--- config.mk ---
export PLATFORM = sky130hd
export DESIGN_NAME = panel_cmd_sequencer
export DESIGN_NICKNAME = d
export VERILOG_FILES = /design/src/rtl/panel_cmd_sequencer.sv
export SDC_FILE = /design/constraint.sdc
export NUM_CORES = 1
export LEC_CHECK = 0
export CAP_MARGIN = 25
export CORE_MARGIN = 2
export CORE_UTILIZATION = 27
export DETAILED_ROUTE_END_ITERATION = 7
export GPL_TIMING_DRIVEN = 1
export MAX_ROUTING_LAYER = met4
export PLACE_DENSITY = 0.44
export SETUP_SLACK_MARGIN = 0.4
export SYNTH_ARGS = -nofsm -noshare
export SYNTH_HDL_FRONTEND = slang
export SYNTH_SLANG_ARGS = --single-unit
--- constraint.sdc ---
create_clock -name clk -period 2.9 [get_ports clk]
set_input_delay 0.435 -clock clk [delete_from_list [all_inputs] [get_ports clk]]
set_output_delay 0.435 -clock clk [all_outputs]
set_load 0.05 [all_outputs]
--- src/rtl/panel_cmd_sequencer.sv ---
// Purpose: decodes the UART byte stream into LED-panel colour, pixel, run and clear commands.
// Latency: all outputs registered; pixel writes start the cycle after the coordinate byte, one per cycle.
// Backpressure: none; a byte arriving during a run is dropped and reported as an overrun.
module panel_cmd_sequencer #(
    parameter int TIMEOUT_CYCLES = 4096
) (
    input  logic       clk,
    input  logic       reset,
    input  logic [7:0] rx_data,
    input  logic       rx_dv,
    output logic       fb_we,
    output logic [3:0] fb_col,
    output logic [2:0] fb_row,
    output logic       fb_val,
    output logic       fb_clear,
    output logic [2:0] rgb,
    output logic       busy,
    output logic       err,
    output logic [1:0] err_code
);

    localparam int TW = $clog2(TIMEOUT_CYCLES + 1);
    localparam logic [TW-1:0] TMO_LAST = TW'(TIMEOUT_CYCLES - 1);

    localparam logic [1:0] ERR_OVERRUN = 2'b00;
    localparam logic [1:0] ERR_UNKNOWN = 2'b01;
    localparam logic [1:0] ERR_ABORT   = 2'b10;
    localparam logic [1:0] ERR_TIMEOUT = 2'b11;

    typedef enum logic [1:0] {IDLE, WAIT_COORD, RUN} state_t;

    state_t        state_q, state_d;

    // Latched command context: run length, pixel value, start column, write index, timeout count.
    logic [4:0]    len_q, len_d;
    logic          val_q, val_d;
    logic [3:0]    col_q, col_d;
    logic [3:0]    k_q, k_d;
    logic [TW-1:0] tmo_q, tmo_d;

    // Next values of the registered outputs.
    logic          fb_we_d, fb_val_d, fb_clear_d, busy_d, err_d;
    logic [3:0]    fb_col_d;
    logic [2:0]    fb_row_d, rgb_d;
    logic [1:0]    err_code_d;

    logic [3:0]    op;
    logic          op_draw;
    logic [4:0]    run_sum;
    logic          last_wr;
    logic          tmo_exp;

    assign op      = rx_data[7:4];
    assign op_draw = (op == 4'h1) || (op == 4'h2) || (op == 4'h4) || (op == 4'h5);
    // Column sum is 5 bits so the clip at column 15 can never wrap back to 0.
    assign run_sum = {1'b0, col_q} + {1'b0, k_q};
    assign last_wr = (({1'b0, k_q} + 5'd1) == len_q) || (run_sum == 5'd15);
    assign tmo_exp = (tmo_q == TMO_LAST);

    // State register.
    always_ff @(posedge clk) begin
        if (reset) state_q <= IDLE;
        else       state_q <= state_d;
    end

    // Next-state decision; an incoming byte on the expiry cycle wins over the timeout.
    always_comb begin
        state_d = state_q;
        case (state_q)
            IDLE: begin
                if (rx_dv && op_draw) state_d = WAIT_COORD;
            end
            WAIT_COORD: begin
                if (rx_dv)        state_d = rx_data[7] ? IDLE : RUN;
                else if (tmo_exp) state_d = IDLE;
            end
            RUN: begin
                if (last_wr) state_d = IDLE;
            end
            default: state_d = IDLE;
        endcase
    end

    // Next values for outputs and the command context.
    always_comb begin
        fb_we_d    = 1'b0;
        fb_clear_d = 1'b0;
        err_d      = 1'b0;
        fb_col_d   = fb_col;
        fb_row_d   = fb_row;
        fb_val_d   = fb_val;
        rgb_d      = rgb;
        err_code_d = err_code;
        len_d      = len_q;
        val_d      = val_q;
        col_d      = col_q;
        k_d        = k_q;
        tmo_d      = tmo_q;
        busy_d     = (state_d != IDLE);
        case (state_q)
            IDLE: begin
                tmo_d = '0;
                if (rx_dv) begin
                    case (op)
                        4'h0: rgb_d = rx_data[2:0];
                        4'h1: begin len_d = 5'd1; val_d = 1'b1; end
                        4'h2: begin len_d = 5'd1; val_d = 1'b0; end
                        4'h3: fb_clear_d = 1'b1;
                        4'h4: begin len_d = {1'b0, rx_data[3:0]} + 5'd1; val_d = 1'b1; end
                        4'h5: begin len_d = {1'b0, rx_data[3:0]} + 5'd1; val_d = 1'b0; end
                        4'hF: ;
                        default: begin err_d = 1'b1; err_code_d = ERR_UNKNOWN; end
                    endcase
                end
            end
            WAIT_COORD: begin
                if (rx_dv) begin
                    if (rx_data[7]) begin
                        err_d      = 1'b1;
                        err_code_d = ERR_ABORT;
                    end else begin
                        col_d    = rx_data[3:0];
                        k_d      = 4'd0;
                        fb_we_d  = 1'b1;
                        fb_row_d = rx_data[6:4];
                        fb_col_d = rx_data[3:0];
                        fb_val_d = val_q;
                    end
                end else if (tmo_exp) begin
                    err_d      = 1'b1;
                    err_code_d = ERR_TIMEOUT;
                end else begin
                    tmo_d = tmo_q + TW'(1);
                end
            end
            RUN: begin
                if (rx_dv) begin
                    err_d      = 1'b1;
                    err_code_d = ERR_OVERRUN;
                end
                if (!last_wr) begin
                    fb_we_d  = 1'b1;
                    k_d      = k_q + 4'd1;
                    fb_col_d = run_sum[3:0] + 4'd1;
                end
            end
            default: ;
        endcase
    end

    // Output and context registers.
    always_ff @(posedge clk) begin
        if (reset) begin
            fb_we    <= 1'b0;
            fb_col   <= 4'd0;
            fb_row   <= 3'd0;
            fb_val   <= 1'b0;
            fb_clear <= 1'b0;
            rgb      <= 3'b111;
            busy     <= 1'b0;
            err      <= 1'b0;
            err_code <= 2'b00;
            len_q    <= 5'd1;
            val_q    <= 1'b0;
            col_q    <= 4'd0;
            k_q      <= 4'd0;
            tmo_q    <= '0;
        end else begin
            fb_we    <= fb_we_d;
            fb_col   <= fb_col_d;
            fb_row   <= fb_row_d;
            fb_val   <= fb_val_d;
            fb_clear <= fb_clear_d;
            rgb      <= rgb_d;
            busy     <= busy_d;
            err      <= err_d;
            err_code <= err_code_d;
            len_q    <= len_d;
            val_q    <= val_d;
            col_q    <= col_d;
            k_q      <= k_d;
            tmo_q    <= tmo_d;
        end
    end

endmodule

; ---- After elaboration in Yosys (flattened, before gate mapping)
; Index checks and enable logic that the tools add are counted.
[totals]
reg_bits = 46
latchBits = 0
ram_bits = 0
romBits = 0
in_bits = 11
out_inout_bits = 17
word_cells = 109
mem_count = 0
[classes]
add_sub_neg = 6
multipliers = 0
div = 0
n_lt_le_gt_ge = 0
n_eq_ne = 21
shift = 0
n_mux = 38
bitwise_logic = 3
reduce_logical = 26
[op_table]
columns = operator, count
row1 = $mux W13, 2
row2 = $pmux W13 S2, 1
row3 = $mux W4, 6
row4 = $mux W2, 11
row5 = $ne A2 B2 Y1 const B, 8
row6 = $pmux W4 S2, 2
row7 = $reduce_and A3 Y1, 5
row8 = $add A13 B1 Y13 const B, 1
row9 = $eq A13 B12 Y1 const B, 1
row10 = $pmux W2 S3, 2
row11 = $add A4 B1 Y5 const B, 2
row12 = $mux W1, 10
row13 = $pmux W5 S2, 1
row14 = $reduce_bool A2 Y1, 5
row15 = $add A4 B1 Y4 const B, 2
row16 = $eq A4 B2 Y1 const B, 2
row17 = $eq A4 B3 Y1 const B, 2
row18 = $reduce_or A2 Y1, 4
row19 = $reduce_or A7 Y1, 1
row20 = $ne A3 B3 Y1 const B, 2
row21 = $reduce_and A6 Y1, 1
row22 = $add A4 B4 Y5, 1
row23 = $eq A5 B4 Y1 const B, 1
row24 = $eq A5 B5 Y1, 1
row25 = other kinds (14), 20

; ---- Logic depth before layout (Yosys ltp)
; Gate-level depths: netlist (run 1).
[depth]
ltp_word = 8
ltp_mapped = 10
mapped_depth_nobuf = 10

; ---- Worst setup path after synthesis (run 1)
; OpenSTA, ideal clock, no wires.
[synth_path]
kind = reg-to-reg
from = reg k_q[0]
to = reg fb_col[1]
setup_time_ns = 0.121
arrival_ns = 2.443
required_time_ns = 2.779
slack_ns = 0.336
stages_incl_launch_ff = 11
path_buffers = 0
synth_period_minus_slack_ns = 2.564
cell_sequence = dfxtp_1 ha_1 inv_1 fa_1 inv_1 ha_1 nand3b_1 a2111oi_2 nor3_2 a22oi_4 mux2_4
[synth_between]
elab_chain_cells = 5
[synth_rtl]
columns = item, line_no
row1 = from (decl), 38  ; logic [3:0] k_q, k_d;
row2 = from (signal assigned), 181  ; k_q <= k_d;
row3 = "parallel branches: the longest is 5 deep, another holds $add A4 B4 Y5", --
row4 = to (signal assigned), 170  ; fb_col <= fb_col_d;
row5 = to (decl), 12  ; output logic [3:0] fb_col,
; Parallel ways; which one is timed is not known. The select of a mux whose other input is x is not followed.
; A chain may end at the register's enable or synchronous reset.

; ---- Final worst setup path (run 1)
; Ends and elaborated chain as after synthesis.

==> reports/results.txt, run 1 <==
top layer in use: met4
vias in the first global route: 2136
I/O pins: 28
power share of the clock group: 32.7%
synthesis-stage register bit count: 46
gr usage total: 13.9%
global placement routability congestion: 0.824
Worst EP required: 3090 ps
Yosys warnings: 0
via count: 2221
initial antenna violation count: 0
Starting DRT DRC Count: 64
Crit path max-delay family: adder cells
# diodes: 0
DR WL met2: 2870 um
first drt pass iteration count: 4
Via-to-Cell Ratio: 4.77
Sw Pwr: 0.000343 W
Top FF cell, synth: dfxtp_1
Initial Util: 27.4%
IO Port Bufs: 27
Clock Path Buffers: 2
Total Wirelength: 6580 um
GRT Residual Overflow: 0
Net Sw Frac: 28.1%
fmax: 0.399 GHz
Area Growth Syn to Fin: 22.5%
CP peak stage delay: 500 ps
core box area: 9640 um2
Post-DP HPWL: 4800 um
endpoints failing setup: 0
Max VDD drop: 172 uV
worst skew pair latency: 300 ps
setup TNS: 0 ps
pre-CTS setup slack: 297 ps
Combinational Power Share: 14.3%
Final period util: 86.5%
CP Cell Sequence: ha_4 -> inv_2 -> fa_1 -> inv_2 -> ha_4 -> nand3b_1 -> a2111oi_4 -> nor3_2 -> a22oi_4 -> mux2_4
hold-fix buffers at CTS: 0
Setup Skew: 7.97 ps
status: completed
P_leak: 1.15 nW
row cnt: 36
most frequent cells in the layout: dfxtp_1, nor2_1, nand2_1
first-pass GRT wire length: 11100 um
cells after synthesis: 302
clk sinks: 46
Mapped Area: 2640 um2
min-delay worst type: register to register
Crit Path Class: register to register
post-synthesis sequential area ratio: 34.9%
footprint of the multi-input gates: 1670 um2
WP buf/inv: 2
clock-pin slew on the worst setup and hold paths: 90 ps
Crit Path Max Fanout: 3
die width: 103 um
WL met1: 3450 um
post-route minimum period: 2510 ps
Slew @ Worst Pin: 600 ps
Net Count, Synth: 326
met3 routed WL: 164 um
startpoint types: register
H-tree depth: 2
DR WL/cell: 14.1 um
Slowest cell on crit path: fa_1
max_slew headroom: 59.9%
endpoints failing hold: 0
Final Max Tran Viols: 0
pin count of the biggest net entering global routing: 37
Internal: 0.000877 W
Reg power frac: 53.1%
Synth cell types: 55
Crit path arrival time: 2700 ps
CTS tree: yes
PD cells: 378 nW/um2
DRC Markers: 0
Max Cap Viol: 0
nets: 356
Routed Antenna Nets: 0
crit end category: register
Die Area: 10600 um2
RSZ-0062 raised after global routing: yes
final setup margin: 393 ps
CTS root buf: clkbuf_8
commonest non-fill, non-tap cell in the layout: dfxtp_1
EDFF count, synth: 0
die height: 103 um
register area: 926 um2
FILL cells: 1048
Mapped Avg Cell Area: 8.73 um2
CTS buffer count: 5
share of cells above drive strength 1: 11.7%
Synth async-reset ratio: 0%
[through the flow]
step,hold WS [ps],cell area [um2],utilization [%],instances,power [W]
final,450,3230,33.5,466,0.00122
after global routing,478,3230,33.5,466,0.00129
after CTS,453,3170,32.9,463,0.00125
after detailed placement,438,3080,31.9,454,0.000837
after global placement,439,3080,31.9,454,0.000838
after floorplan,425,2660,-,302,0.000774
[path summary, 6_finish.rpt]
| kind | cells after the start | slack [ps] | endpoint | start |
|---|---|---|---|---|
| worst max-delay path | 10 | 390 | fb_col[1] | k_q[0] |
| worst min-delay path | 2 | 450 | tmo_q[12] | tmo_q[12] |
| worst max register to register | 10 | 390 | fb_col[1] | k_q[0] |
| worst min register to register | 2 | 450 | tmo_q[12] | tmo_q[12] |
[synthesized netlist by cell type (all sizes together) (2+ instances only)]
master	number	share of area, %
mux2i	5	1.9
and3b	2	0.66
a311oi	4	1.3
a211o	6	2.0
a211oi	4	2.0
nand2	32	4.6
a221oi	3	1.5
xnor2	11	3.7
xor2	8	2.9
or2	2	0.47
nand2b	11	2.6
nor2	35	5.1
and3	3	0.71
a21oi	18	3.4
a22oi	3	1.4
a41oi	2	0.66
a21o	3	0.85
nor3b	2	0.57
dfxtp	46	35
nor3	9	1.9
a2111oi	3	1.5
nand3b	3	0.85
nor2b	3	0.71
nand4	7	1.9
nand3	16	3.2
ha	12	5.7
o21ai	6	1.1
or3	2	0.47
a31oi	2	0.47
clkbuf	11	1.6
inv	14	2.0
[cell families after synthesis]
family | Yosys count | share of synthesized area [%]
simple gates | 129 | 24.2
compound gates | 62 | 20.5
flops | 46 | 34.9
buf+inv | 26 | 3.98
xor+xnor | 20 | 7.45
fa+ha+maj | 13 | 6.45
mux | 6 | 2.47
[what timing repair did]
| action | CTS | global route |
|---|---|---|
| endpoints found under the setup margin | 6 | 11 |
| setup buffers | 1 | 3 |
| pin swaps | 3 | 6 |
| gates resized for setup | 1 | 9 |
| cloned | 0 | 0 |
[final cells by class]
| class | instances | share of cell area, % |
|---|---|---|
| timing repair buffer | 35 | 10.3 |
| sequential | 46 | 28.6 |
| inverter | 14 | 1.63 |
| tap | 133 | 5.15 |
| clock inverter | 2 | 0.426 |
| clock buffer | 6 | 2.25 |
| multi-input combinational | 230 | 51.6 |
[power by group through the flow]
stage	clock (W)	combinational [W]	sequential [W]
after CTS	0.000424	0.000174	0.000648
after floorplan	0	0.0000888	0.000686
after detailed placement	0	0.000173	0.000664
after global routing	0.000448	0.000189	0.000650
final	0.000398	0.000174	0.000648
after global placement	0	0.000174	0.000664
[metal layers]
layer  global-route usage, %  vias up
li1                        -     1132
met1                    19.5     1044
met2                    20.9       38
met3                    2.17        7
met4                    3.74        0
met5                       -        -
[registers in the layout (all words and copies together) (netlist names)]
register  cells
tmo_q        13
len_q         5
col_q         4
fb_col        4
k_q           4
fb_row        3
rgb           3
err_code      2
state_q       2
busy          1
err           1
fb_clear      1
fb_val        1
fb_we         1
val_q         1
[worst min-delay path, stage by stage, from the launching register on]
cell	delay [ps]
dfxtp_1	310
inv_1	60
a311oi_1	40
Note: power is estimated with default switching activity, not from simulation.
==> run 2, diff against run 1 <==
--- a/config.mk
+++ b/config.mk
@@ -8,6 +8,7 @@
 export CAP_MARGIN = 25
 export CORE_MARGIN = 2
 export CORE_UTILIZATION = 27
+export CTS_CLUSTER_SIZE = 40
 export DETAILED_ROUTE_END_ITERATION = 7
 export GPL_TIMING_DRIVEN = 1
 export MAX_ROUTING_LAYER = met4
==> results of run 2 <==
No change in the layout: final DEF, timing and power equal those of run 1.
==> run 3, diff against run 2 <==
--- a/config.mk
+++ b/config.mk
@@ -7,12 +7,12 @@
 export LEC_CHECK = 0
 export CAP_MARGIN = 25
 export CORE_MARGIN = 2
-export CORE_UTILIZATION = 27
+export CORE_UTILIZATION = 56
 export CTS_CLUSTER_SIZE = 40
 export DETAILED_ROUTE_END_ITERATION = 7
 export GPL_TIMING_DRIVEN = 1
 export MAX_ROUTING_LAYER = met4
-export PLACE_DENSITY = 0.44
+export PLACE_DENSITY = 0.79
 export SETUP_SLACK_MARGIN = 0.4
 export SYNTH_ARGS = -nofsm -noshare
 export SYNTH_HDL_FRONTEND = slang
==> run 3 against run 2 <==
Via count up 4.5%. Power up 7.7%. Sequential cell count unchanged. Die area down 50%. Sequential power about the same. Maximum frequency up 2.9%. Cell area down 1.8%.
==> reports/results.txt, run 3 (synthesis results as in run 1) <==
status: completed
Crit path max-delay family: adder cells
share of cells above drive strength 1: 12.6% (+0.86 points)
post-route minimum period: 2440 ps (-70.3 ps)
CTS root buf: clkbuf_8
fmax: 0.410 GHz (+2.9%)
CP Cell Sequence: ha_4 -> inv_1 -> fa_1 -> inv_2 -> ha_4 -> nand3b_1 -> a2111oi_4 -> nor3_2 -> a22oi_4 -> mux2_4
min-delay worst type: register to register
nets: 357 (+0.28%)
WP buf/inv: 2 (unchanged)
Layout Cells excl Fill: 386 (-17%)
GRT Residual Overflow: 0 (unchanged)
I/O pins: 28 (unchanged)
die width: 72.6 um (-29%)
Total Wirelength: 6060 um (-7.9%)
first drt pass iteration count: 5 (+1)
CP peak stage delay: 470 ps (-30 ps)
pre-CTS setup slack: 266 ps (-31.6 ps)
Final period util: 84.0% (-2.4 points)
Routed Antenna Nets: 0 (unchanged)
Crit Path Max Fanout: 6 (+3)
Overall Power: 0.00131 W (+7.7%)
die height: 72.6 um (-29%)
Max Cap Viol: 0 (unchanged)
DP Cell Count: 373 (-18%)
hold-fix buffers at CTS: 0 (unchanged)
first-pass GRT wire length: 9870 um (-11%)
PD cells: 414 nW/um2 (+9.7%)
Setup Skew: 2.06 ps (-5.91 ps)
core box area: 4440 um2 (-54%)
clk sinks: 46 (unchanged)
Worst EP required: 3110 ps (+20 ps)
commonest non-fill, non-tap cell in the layout: dfxtp_1
clock-pin slew on the worst setup and hold paths: 90 ps (about the same)
Crit path arrival time: 2650 ps (-50 ps)
Die Area: 5280 um2 (-50%)
DR WL/cell: 15.7 um (+11%)
Post-DP HPWL: 4290 um (-11%)
initial antenna violation count: 0 (unchanged)
Clock Path Buffers: 2 (unchanged)
crit end category: register
most frequent cells in the layout: dfxtp_1, nor2_1, nand2_1
worst skew pair latency: 310 ps (about the same)
Largest register FFs: 13 (unchanged)
Via-to-Cell Ratio: 6.01 (+26%)
H-tree depth: 2 (unchanged)
Initial Util: 59.3% (+32 points)
CTS buffer count: 5 (unchanged)
setup TNS: 0 ps (unchanged)
endpoints failing setup: 0 (unchanged)
max_slew headroom: 60.3% (+0.45 points)
via count: 2321 (+4.5%)
CTS tree: yes
endpoints failing hold: 0 (unchanged)
gr usage total: 24.6% (+11 points)
DRC Markers: 0 (unchanged)
startpoint types: register
Slowest cell on crit path: fa_1
Max VDD drop: 407 uV (+140%)
Biggest register: tmo_q
Starting DRT DRC Count: 188 (+190%)
row cnt: 24 (-33%)
top flop regs: tmo_q: 13 flops, len_q: 5 flops
# diodes: 0 (unchanged)
most frequent CP cell: ha_4
IO Port Bufs: 27 (unchanged)
Hold Slack: 462 ps (+12.2 ps)
global placement routability congestion: 0.971 (+18%)
Final Max Tran Viols: 0 (unchanged)
vias in the first global route: 2067 (-3.2%)
pin count of the biggest net entering global routing: 16 (-57%)
RSZ-0062 raised after global routing: no
Area Growth Syn to Fin: 20.3%
P_leak: 1.16 nW (+1.7%)
Crit Path Class: register to register
final setup margin: 463 ps (+70.3 ps)
Slew @ Worst Pin: 593 ps (-6.70 ps)
[run 3: worst paths after layout]
path | startpoint | slack (ps) | cells after the start | endpoint
max | k_q[0] | 460 | 10 | fb_col[1]
min | tmo_q[12] | 460 | 2 | tmo_q[12]
max reg2reg | k_q[0] | 460 | 10 | fb_col[1]
min reg2reg | tmo_q[12] | 460 | 2 | tmo_q[12]
[run 3: stage by stage]
stage          util [%]  area (um2)
6_report           71.4        3170
3_5_place_dp       67.0        2980
4_1_cts            70.0        3110
5_1_grt            71.4        3170
3_3_place_gp       67.0        2980
2_1_floorplan         -        2660
[run 3: layer usage]
metal	vias up	share of wire [%]	track usage, %
li1	1139	-	-
met1	1102	46	33.9
met2	71	47	36.5
met3	9	6.0	5.52
met4	0	0.73	6.58
met5	-	0	-
[run 3: cell type report]
type / count / area, um2
multi-input cells: 230 / 1670
fillers: 360 / 1270
flip-flops and latches: 46 / 927
repair buffers: 36 / 342
clock buffers: 5 / 68.8
well taps: 52 / 65.1
inverters: 14 / 52.6
clock inverters: 3 / 43.8
[run 3: timing repair]
item,CTS,global route
endpoints found under the setup margin,7,9
resized for setup,4,7
buffers inserted,1,4
pin swaps,4,4
[run 3: where the power goes]
| group | switching, W | internal (W) |
|---|---|---|
| logic | 0.000104 | 0.0000656 |
| clock network | 0.000237 | 0.000259 |
| registers | 0.00000743 | 0.000641 |
[run 3: tightest hold or removal path: cells and delay by family, from the launching register on]
kind,cells,cell delay [ps]
AO/OA/AOI/OAI,1,40
buffers and inverters,1,70
flip-flops,1,320
